$ cat config.mk
export PLATFORM = sky130hd
export DESIGN_NAME = priority_code_decoder
export DESIGN_NICKNAME = d
export VERILOG_FILES = /design/src/rtl/priority_code_pkg.sv /design/src/rtl/pc_sync_fifo.sv /design/src/rtl/priority_code_decoder.sv
export SDC_FILE = /design/constraint.sdc
export NUM_CORES = 1
export LEC_CHECK = 0
export ABC_AREA = 1
export CAP_MARGIN = 0
export CELL_PAD_IN_SITES_DETAIL_PLACEMENT = 1
export CELL_PAD_IN_SITES_GLOBAL_PLACEMENT = 1
export CORE_MARGIN = 2
export CORE_UTILIZATION = 41
export DETAILED_ROUTE_END_ITERATION = 8
export PLACE_DENSITY = 0.83
export SKIP_LAST_GASP = 1
export SYNTH_ARGS = -nofsm -noshare
export SYNTH_HDL_FRONTEND = slang
export SYNTH_SLANG_ARGS = --single-unit
export TNS_END_PERCENT = 100
$ cat constraint.sdc
create_clock -name clk -period 3 [get_ports clk]
set_input_delay 0.75 -clock clk [delete_from_list [all_inputs] [get_ports clk]]
set_output_delay 0.75 -clock clk [all_outputs]
set_load 0.005 [all_outputs]
$ cat src/rtl/priority_code_pkg.sv
// Shared definitions for the 16-input priority-encoder link (encoder and decoder sides).
package priority_code_pkg;

  localparam int unsigned CODE_W   = 8;
  localparam int unsigned IDX_W    = 4;
  localparam int unsigned ONEHOT_W = 16;

  localparam logic [CODE_W-1:0] NONE_CODE = 8'hF0;

  typedef struct packed {
    logic             none;
    logic [IDX_W-1:0] idx;
  } pc_entry_t;

  // A code is well-formed if it is a 0..15 index or the "no input active" marker.
  function automatic logic is_malformed(input logic [CODE_W-1:0] code,
                                        input logic [CODE_W-1:0] none_code = NONE_CODE);
    return (code[CODE_W-1:IDX_W] != '0) && (code != none_code);
  endfunction

endpackage

$ cat src/rtl/pc_sync_fifo.sv
// Synchronous first-word-fall-through FIFO of decoded link entries, wrap-bit pointers.
module pc_sync_fifo
  import priority_code_pkg::*;
#(
  parameter int unsigned DEPTH = 4,
  localparam int unsigned AW    = $clog2(DEPTH),
  localparam int unsigned LVL_W = $clog2(DEPTH + 1)
) (
  input  logic             clk,
  input  logic             rst,
  input  logic             push,
  input  pc_entry_t        wr_data,
  input  logic             pop,
  output pc_entry_t        rd_data_c,
  output logic             full_c,
  output logic             empty_c,
  output logic [LVL_W-1:0] level_c
);

  pc_entry_t     mem [DEPTH];
  logic [AW:0]   wr_ptr;
  logic [AW:0]   rd_ptr;
  logic          do_push;
  logic          do_pop;

  assign level_c   = LVL_W'(wr_ptr - rd_ptr);
  assign full_c    = (wr_ptr[AW] != rd_ptr[AW]) && (wr_ptr[AW-1:0] == rd_ptr[AW-1:0]);
  assign empty_c   = (wr_ptr == rd_ptr);
  assign rd_data_c = mem[rd_ptr[AW-1:0]];
  assign do_push   = push && !full_c;
  assign do_pop    = pop && !empty_c;

  always_ff @(posedge clk or posedge rst) begin
    if (rst) begin
      wr_ptr <= '0;
      rd_ptr <= '0;
    end else begin
      if (do_push) wr_ptr <= wr_ptr + (AW + 1)'(1);
      if (do_pop)  rd_ptr <= rd_ptr + (AW + 1)'(1);
    end
  end

  // Storage needs no reset; validity is tracked by the pointers.
  always_ff @(posedge clk) begin
    if (do_push) mem[wr_ptr[AW-1:0]] <= wr_data;
  end

endmodule

$ cat src/rtl/priority_code_decoder.sv
// Receive side of the priority-encoder link: classify codes, buffer them, re-expand to one-hot.
module priority_code_decoder
  import priority_code_pkg::*;
#(
  parameter int unsigned        DEPTH     = 4,
  parameter logic [CODE_W-1:0]  NONE_CODE = priority_code_pkg::NONE_CODE,
  parameter int unsigned        CNT_W     = 8,
  localparam int unsigned       LVL_W     = $clog2(DEPTH + 1)
) (
  input  logic                clk,
  input  logic                rst,
  input  logic [CODE_W-1:0]   in_code,
  input  logic                in_valid,
  output logic                in_ready,
  output logic [ONEHOT_W-1:0] out_onehot,
  output logic                out_none,
  output logic                out_valid,
  input  logic                out_ready,
  output logic [LVL_W-1:0]    fifo_level,
  output logic [CNT_W-1:0]    err_cnt,
  output logic                err_sticky,
  input  logic                err_clr
);

  logic       accept;
  logic       malformed;
  logic       push;
  logic       pop;
  logic       full_c;
  logic       empty_c;
  pc_entry_t  wr_entry;
  pc_entry_t  rd_entry_c;
  logic [CNT_W-1:0] err_cnt_d;
  logic             err_sticky_d;

  // Ready depends only on registered FIFO state, never on out_ready.
  assign in_ready  = !rst && !full_c;
  assign accept    = in_valid && in_ready;
  assign malformed = is_malformed(in_code, NONE_CODE);
  assign push      = accept && !malformed;
  assign pop       = !empty_c && (!out_valid || out_ready);

  assign wr_entry.none = (in_code == NONE_CODE);
  assign wr_entry.idx  = in_code[IDX_W-1:0];

  pc_sync_fifo #(.DEPTH(DEPTH)) u_fifo (
    .clk       (clk),
    .rst       (rst),
    .push      (push),
    .wr_data   (wr_entry),
    .pop       (pop),
    .rd_data_c (rd_entry_c),
    .full_c    (full_c),
    .empty_c   (empty_c),
    .level_c   (fifo_level)
  );

  // Output register: load on pop, drop valid once consumed with nothing behind it.
  always_ff @(posedge clk or posedge rst) begin
    if (rst) begin
      out_valid  <= 1'b0;
      out_onehot <= '0;
      out_none   <= 1'b0;
    end else if (pop) begin
      out_valid  <= 1'b1;
      out_onehot <= rd_entry_c.none ? '0 : (ONEHOT_W'(1) << rd_entry_c.idx);
      out_none   <= rd_entry_c.none;
    end else if (out_valid && out_ready) begin
      out_valid  <= 1'b0;
    end
  end

  // Clear takes effect before a same-cycle error is counted.
  always_comb begin
    err_cnt_d    = err_cnt;
    err_sticky_d = err_sticky;
    if (err_clr) begin
      err_cnt_d    = '0;
      err_sticky_d = 1'b0;
    end
    if (accept && malformed) begin
      err_sticky_d = 1'b1;
      if (err_cnt_d != '1) err_cnt_d = err_cnt_d + CNT_W'(1);
    end
  end

  always_ff @(posedge clk or posedge rst) begin
    if (rst) begin
      err_cnt    <= '0;
      err_sticky <= 1'b0;
    end else begin
      err_cnt    <= err_cnt_d;
      err_sticky <= err_sticky_d;
    end
  end

endmodule

# After elaboration in Yosys (flattened, before gate mapping)
# Memory sizes are Yosys's and may differ from the RTL's.
# Cells that the tools add are included.
# word_totals
mem_count	1
ramBits	20
out_inout_bits	31
ff_bits	33
word_cells	48
# classes
n_shift	1
reduce_logical	19
eq_ne	6
muxes	10
addsub	4
# mem_list
name	words	width	read_ports	rd_clocked_by_memory_dff	wr	line_no	rtl
u_fifo.mem	4	5	1	0	1	pc_sync_fifo.sv:20	pc_entry_t mem [DEPTH];
# ops
cell	n
2-to-1 mux 8 bit	3
2-to-1 mux 16 bit	1
inequality test 8 bit (second input constant)	2
left shift 1 x 4 -> 16 bit (first input constant)	1
logical AND 1 bit	10
adder 8 x 1 -> 8 bit (second input constant)	1
equality test 8 bit (second input constant)	1
adder 3 x 1 -> 3 bit (second input constant)	2
2-to-1 mux 1 bit	6
logical NOT 1 bit	5
nonzero test 2 bit	2
nonzero test 4 bit	1
equality test 3 bit	1
subtractor 3 bit	1
equality test 2 bit	1
logical OR 1 bit	1
inequality test 1 bit	1

# Depth between registers and ports, before layout
# logic_depth
depth_word	9
mapped_depth	12

# Modules after synthesis
# A second synthesis with hierarchy kept.
# hier_totals
cells_unflattened	281
hier_area_um2	2575.0
# modules_own_cells
mod	cells_each	n_inst	area_each_um2	seq_area_each_um2
priority_code_decoder	168	1	1337.5	675.6
pc_sync_fifo	113	1	1237.4	750.7

# Least setup slack after synthesis
# OpenSTA, ideal clock, no wires.
# synth_timing
kind	input port to flip-flop
start	in rst
end	mem u_fifo.mem[0][0] (netlist bit) (enable)
arrival_time_ns	2.227
n_path_buf	1
slack_ns	0.433
path_stages	6
setup_time_ns	0.339
cell_sequence	inv_1 -> nand3_4 -> buf_6 -> inv_6 -> nand2_4 -> nor2_1
# synth_via
elab_chain_len	7
# synth_rtl
item	line_no	rtl
start: declaration	priority_code_decoder.sv:11	input logic rst,
logical NOT 1 bit (no source line)	-	
logical AND 1 bit	priority_code_decoder.sv:37	assign in_ready = !rst && !full_c;
logical AND 1 bit	priority_code_decoder.sv:38	assign accept = in_valid && in_ready;
logical AND 1 bit	priority_code_decoder.sv:40	assign push = accept && !malformed;
logical AND 1 bit	pc_sync_fifo.sv:30	assign do_push = push && !full_c;
2-to-1 mux 1 bit	pc_sync_fifo.sv:45	if (do_push) mem[wr_ptr[AW-1:0]] <= wr_data;
2-to-1 mux 1 bit (not written as such)	pc_sync_fifo.sv:45	
end: declaration	pc_sync_fifo.sv:20	
# No other way between the ends.

# Final worst setup path
# layout_timing
start	reg u_fifo.wr_ptr[0]
end	out fifo_level[2]
# layout_via
elab_chain_len	1
# layout_rtl
item	line_no	rtl
start: declaration	pc_sync_fifo.sv:21	logic [AW:0] wr_ptr;
start signal: assignment	pc_sync_fifo.sv:38	if (do_push) wr_ptr <= wr_ptr + (AW + 1)'(1);
subtractor 3 bit	pc_sync_fifo.sv:26	assign level_c = LVL_W'(wr_ptr - rd_ptr);
end: declaration	priority_code_decoder.sv:19	output logic [LVL_W-1:0] fifo_level,
# No other way between the ends.

==> flow_summary_export.csv <==
group,metric,value,unit
clock_tree,cts_tree,"yes",
pwr,p_clk_share,17.3,%
placed_design,hpwlAfterDp,5010,um
clock_tree,cts_hold_buffers,0,
setup_path,endpoint_kind,"output pin",
sta,setup_viol,0,
sta,slew_viol_final,0,
setup_path,rrSetupSlack,0.75,ns
floorplan,pin_count,44,
global_route,grt.total_usage,19.9,%
floorplan,start_util,41.9,%
finish,n_antenna_cell,0,
global_route,antenna_found_initial,0,
synth,ys_async_sr_fraction,62.3,%
sta,worstMarginPinSlew,0.510,ns
finish,nFillCells,788,
finish,area_delta_synth_final,22.2,%
routing,first_iter_violations,95,
floorplan,die-area,0.00750,mm^2
run,max-cap-violations,0,
synth,yosysUniqueCellTypes,30,
setup_path,critical_path_arrival,2.13,ns
sta,setup_tns,0,ns
setup_path,critPathKind,"reg -> out",
synth,synth_flop_cell,"dfrtp_1",
floorplan,core,0.00668,mm^2
finish,stdcell_area,0.00342,mm^2
sta,slew_headroom,65.9,%
setup_path,cp_top_family,"buffers and inverters",
global_route,grt_pass1_wl,11600,um
pwr,powerDensity,716,mW/mm^2
placed_design,port_buffers,43,
synth,yosys_warnings,0,
pwr,total_power,0.00245,W
global_route,grt_max_degree,34,
sta,post-route-period-util,96.1,%
clock_tree,clock-sinks,53,
routing,firstDrtPassIters,4,
setup_path,reg2reg_to,"u_fifo.mem[1][0]",
clock_tree,numCtsBuffers,5,
pwr,p_int,0.00147,W
setup_path,critPathLaunchType,"register",
pwr,p_comb_share,45.3,%
synth,synth-seq-cells,53,
clock_tree,cts_resized,0,
placed_design,gp_congestion,0.801,
clock_tree,htree_levels,2,
routing,ant_nets,0,
pwr,power.share.sequential,37.4,%
finish,layout.cells.most_common,"nand2_1",
routing,wl_per_cell,15.5,um
clock_tree,root_buffer,"clkbuf_8",
finish,drive_above_1_share,10.1,%
run_status,outcome,"complete, no violations",
clock_tree,clk_latency,0.31,ns
setup_path,critical-path-max-stage-delay,0.53,ns
floorplan,fp.dieH,86.6,um
setup_path,reg2reg_depth,9,
synth,synth_edf_count,20,
min_path,whs_path_depth,2,
setup_path,cp_num_buf_inv,2,
synth,avgSynthCellArea,9.08,um^2
min_path,worstHoldStart,"err_sticky",
floorplan,rows,30,
min_path,worst_hold_path_type,"reg -> reg",
pwr,switchingPower,0.000975,W
routing,drc,0,
routing,vias,2271,
clock_tree,clk_path_buf_depth,2,
finish,final_util,51.2,%
synth,synth_fp_nets,330,
pwr,p_leak,1.59,nW
routing,wirelength,6790,um
setup_path,worst_ep_required_time,2.25,ns
pwr,sw_frac_of_total,39.8,%
clock_tree,postCtsSetupBuffers,0,
setup_path,path_cells,"inv_1 -> ha_1 -> fa_1 -> xor2_1 -> clkdlybuf4s50_1",
finish,fin_nets,379,
synth,synth_cells,308,
min_path,hold_end,"err_sticky",
sta,fmax,0.347,GHz
sta,hold_violations,0,
clock_tree,path_clk_slew,0.10,ns
setup_path,timing.rr.start,"u_fifo.wr_ptr[0]",
placed_design,placedCellCount,430,
synth,syn_area,0.00280,mm^2
finish,fin_cells,438,
setup_path,path_max_fanout,4,
finish,final_cell_mix,"nand2_1, clkdlybuf4s50_1, dfrtp_1",
global_route,grt_pass1_vias,2362,
sta,min_period,2.88,ns
sta,clock-skew-final,0.00757,ns
sta,rsz0062_at_grt,"false",
floorplan,die_w,86.6,um
synth,yosysSeqAreaShare,51.0,%
global_route,grt_overflow,0,
routing,vias_per_cell,5.18,
setup_path,cp_slowest_cell,"clkdlybuf4s50_1",
placed_design,place_area,0.00333,mm^2
pwr,ir_drop,0.354,mV
[tightest hold or removal path: cells and delay by family (launching register included)]
kind / cells / cell delay [ns]
AO/OA/AOI/OAI: 1 / 0.07
flip-flops: 1 / 0.36
AND/OR/NAND/NOR: 1 / 0.05
[sequential cells by signal (all words and copies together) (netlist names)]
name	cells
err_cnt	8
out_none	1
out_onehot	16
u_fifo.mem	20
err_sticky	1
out_valid	1
u_fifo.rd_ptr	3
u_fifo.wr_ptr	3
[worst max path at each step]
stage | cells after the start | end | start
after floorplan | 6 | u_fifo.mem[0][0] | rst
after global placement | 5 | in_ready | rst
after detailed placement | 6 | u_fifo.mem[3][0] | in_code[2]
after CTS | 5 | fifo_level[2] | u_fifo.wr_ptr[0]
after global routing | 5 | fifo_level[2] | u_fifo.wr_ptr[0]
final | 5 | fifo_level[2] | u_fifo.wr_ptr[0]
[area by class of cell]
type                       count  area [um^2]  share of cell area, %
multi-input combinational    212         1190                   34.7
tap                           80          100                   2.93
sequential                    53         1430                   41.7
inverter                      36          140                   4.10
timing repair buffer          49          475                   13.9
clock inverter                 2         13.8                  0.403
clock buffer                   6         76.3                   2.23
[logic make-up after synthesis]
kind of cell / Yosys count / share of synthesized area, %
AND/OR/NAND/NOR: 152 / 25.5
flip-flops: 53 / 51.0
XOR/XNOR: 4 / 1.25
AO/OA/AOI/OAI: 47 / 11.4
buffers and inverters: 43 / 6.62
adder cells (fa/ha/maj): 9 / 4.29
[routing by layer]
layer	GRT usage, %	share of wire (%)
met3	2.48	2.6
met2	33.2	49
met4	6.39	2.2
met1	26.9	46
met5	0	0
[power by group through the flow]
stage	clock network, W	logic [W]	registers [W]
2_1_floorplan	0	0.000658	0.000929
3_3_place_gp	0	0.00108	0.000923
3_5_place_dp	0	0.00111	0.000930
4_1_cts	0.000432	0.00112	0.000917
5_1_grt	0.000455	0.00127	0.000929
6_report	0.000423	0.00111	0.000916
[synthesized netlist by cell type (2+ instances only)]
| library cell | number | area, um^2 |
|---|---|---|
| o21ai_0 | 10 | 50.1 |
| inv_2 | 3 | 11.3 |
| nand2_1 | 86 | 323 |
| a21oi_1 | 2 | 10.0 |
| nand2_4 | 3 | 33.8 |
| nand3_1 | 31 | 155 |
| nor2_2 | 2 | 12.5 |
| a21boi_0 | 16 | 120 |
| nor2_1 | 13 | 48.8 |
| ha_1 | 8 | 100 |
| inv_1 | 32 | 120 |
| nand4_1 | 2 | 12.5 |
| o21bai_1 | 17 | 128 |
| edfxtp_1 | 20 | 601 |
| nand2_2 | 7 | 43.8 |
| nor2_4 | 2 | 22.5 |
| xor2_1 | 4 | 35.0 |
| buf_2 | 2 | 10.0 |
| o21ai_1 | 2 | 10.0 |
| nand3_4 | 2 | 35.0 |
| dfrtp_1 | 33 | 826 |
| buf_4 | 2 | 15.0 |
| nor3_1 | 2 | 10.0 |
[metrics by stage]
step | hold WS [ns] | setup WS [ns]
finish | 0.510 | 0.116
global route | 0.580 | 0.00401
CTS | 0.516 | 0.101
detailed placement | 0.492 | 0.322
global placement | 0.477 | 0.348
floorplan | 0.476 | 0.433
Power figures use the tool's default switching activity.
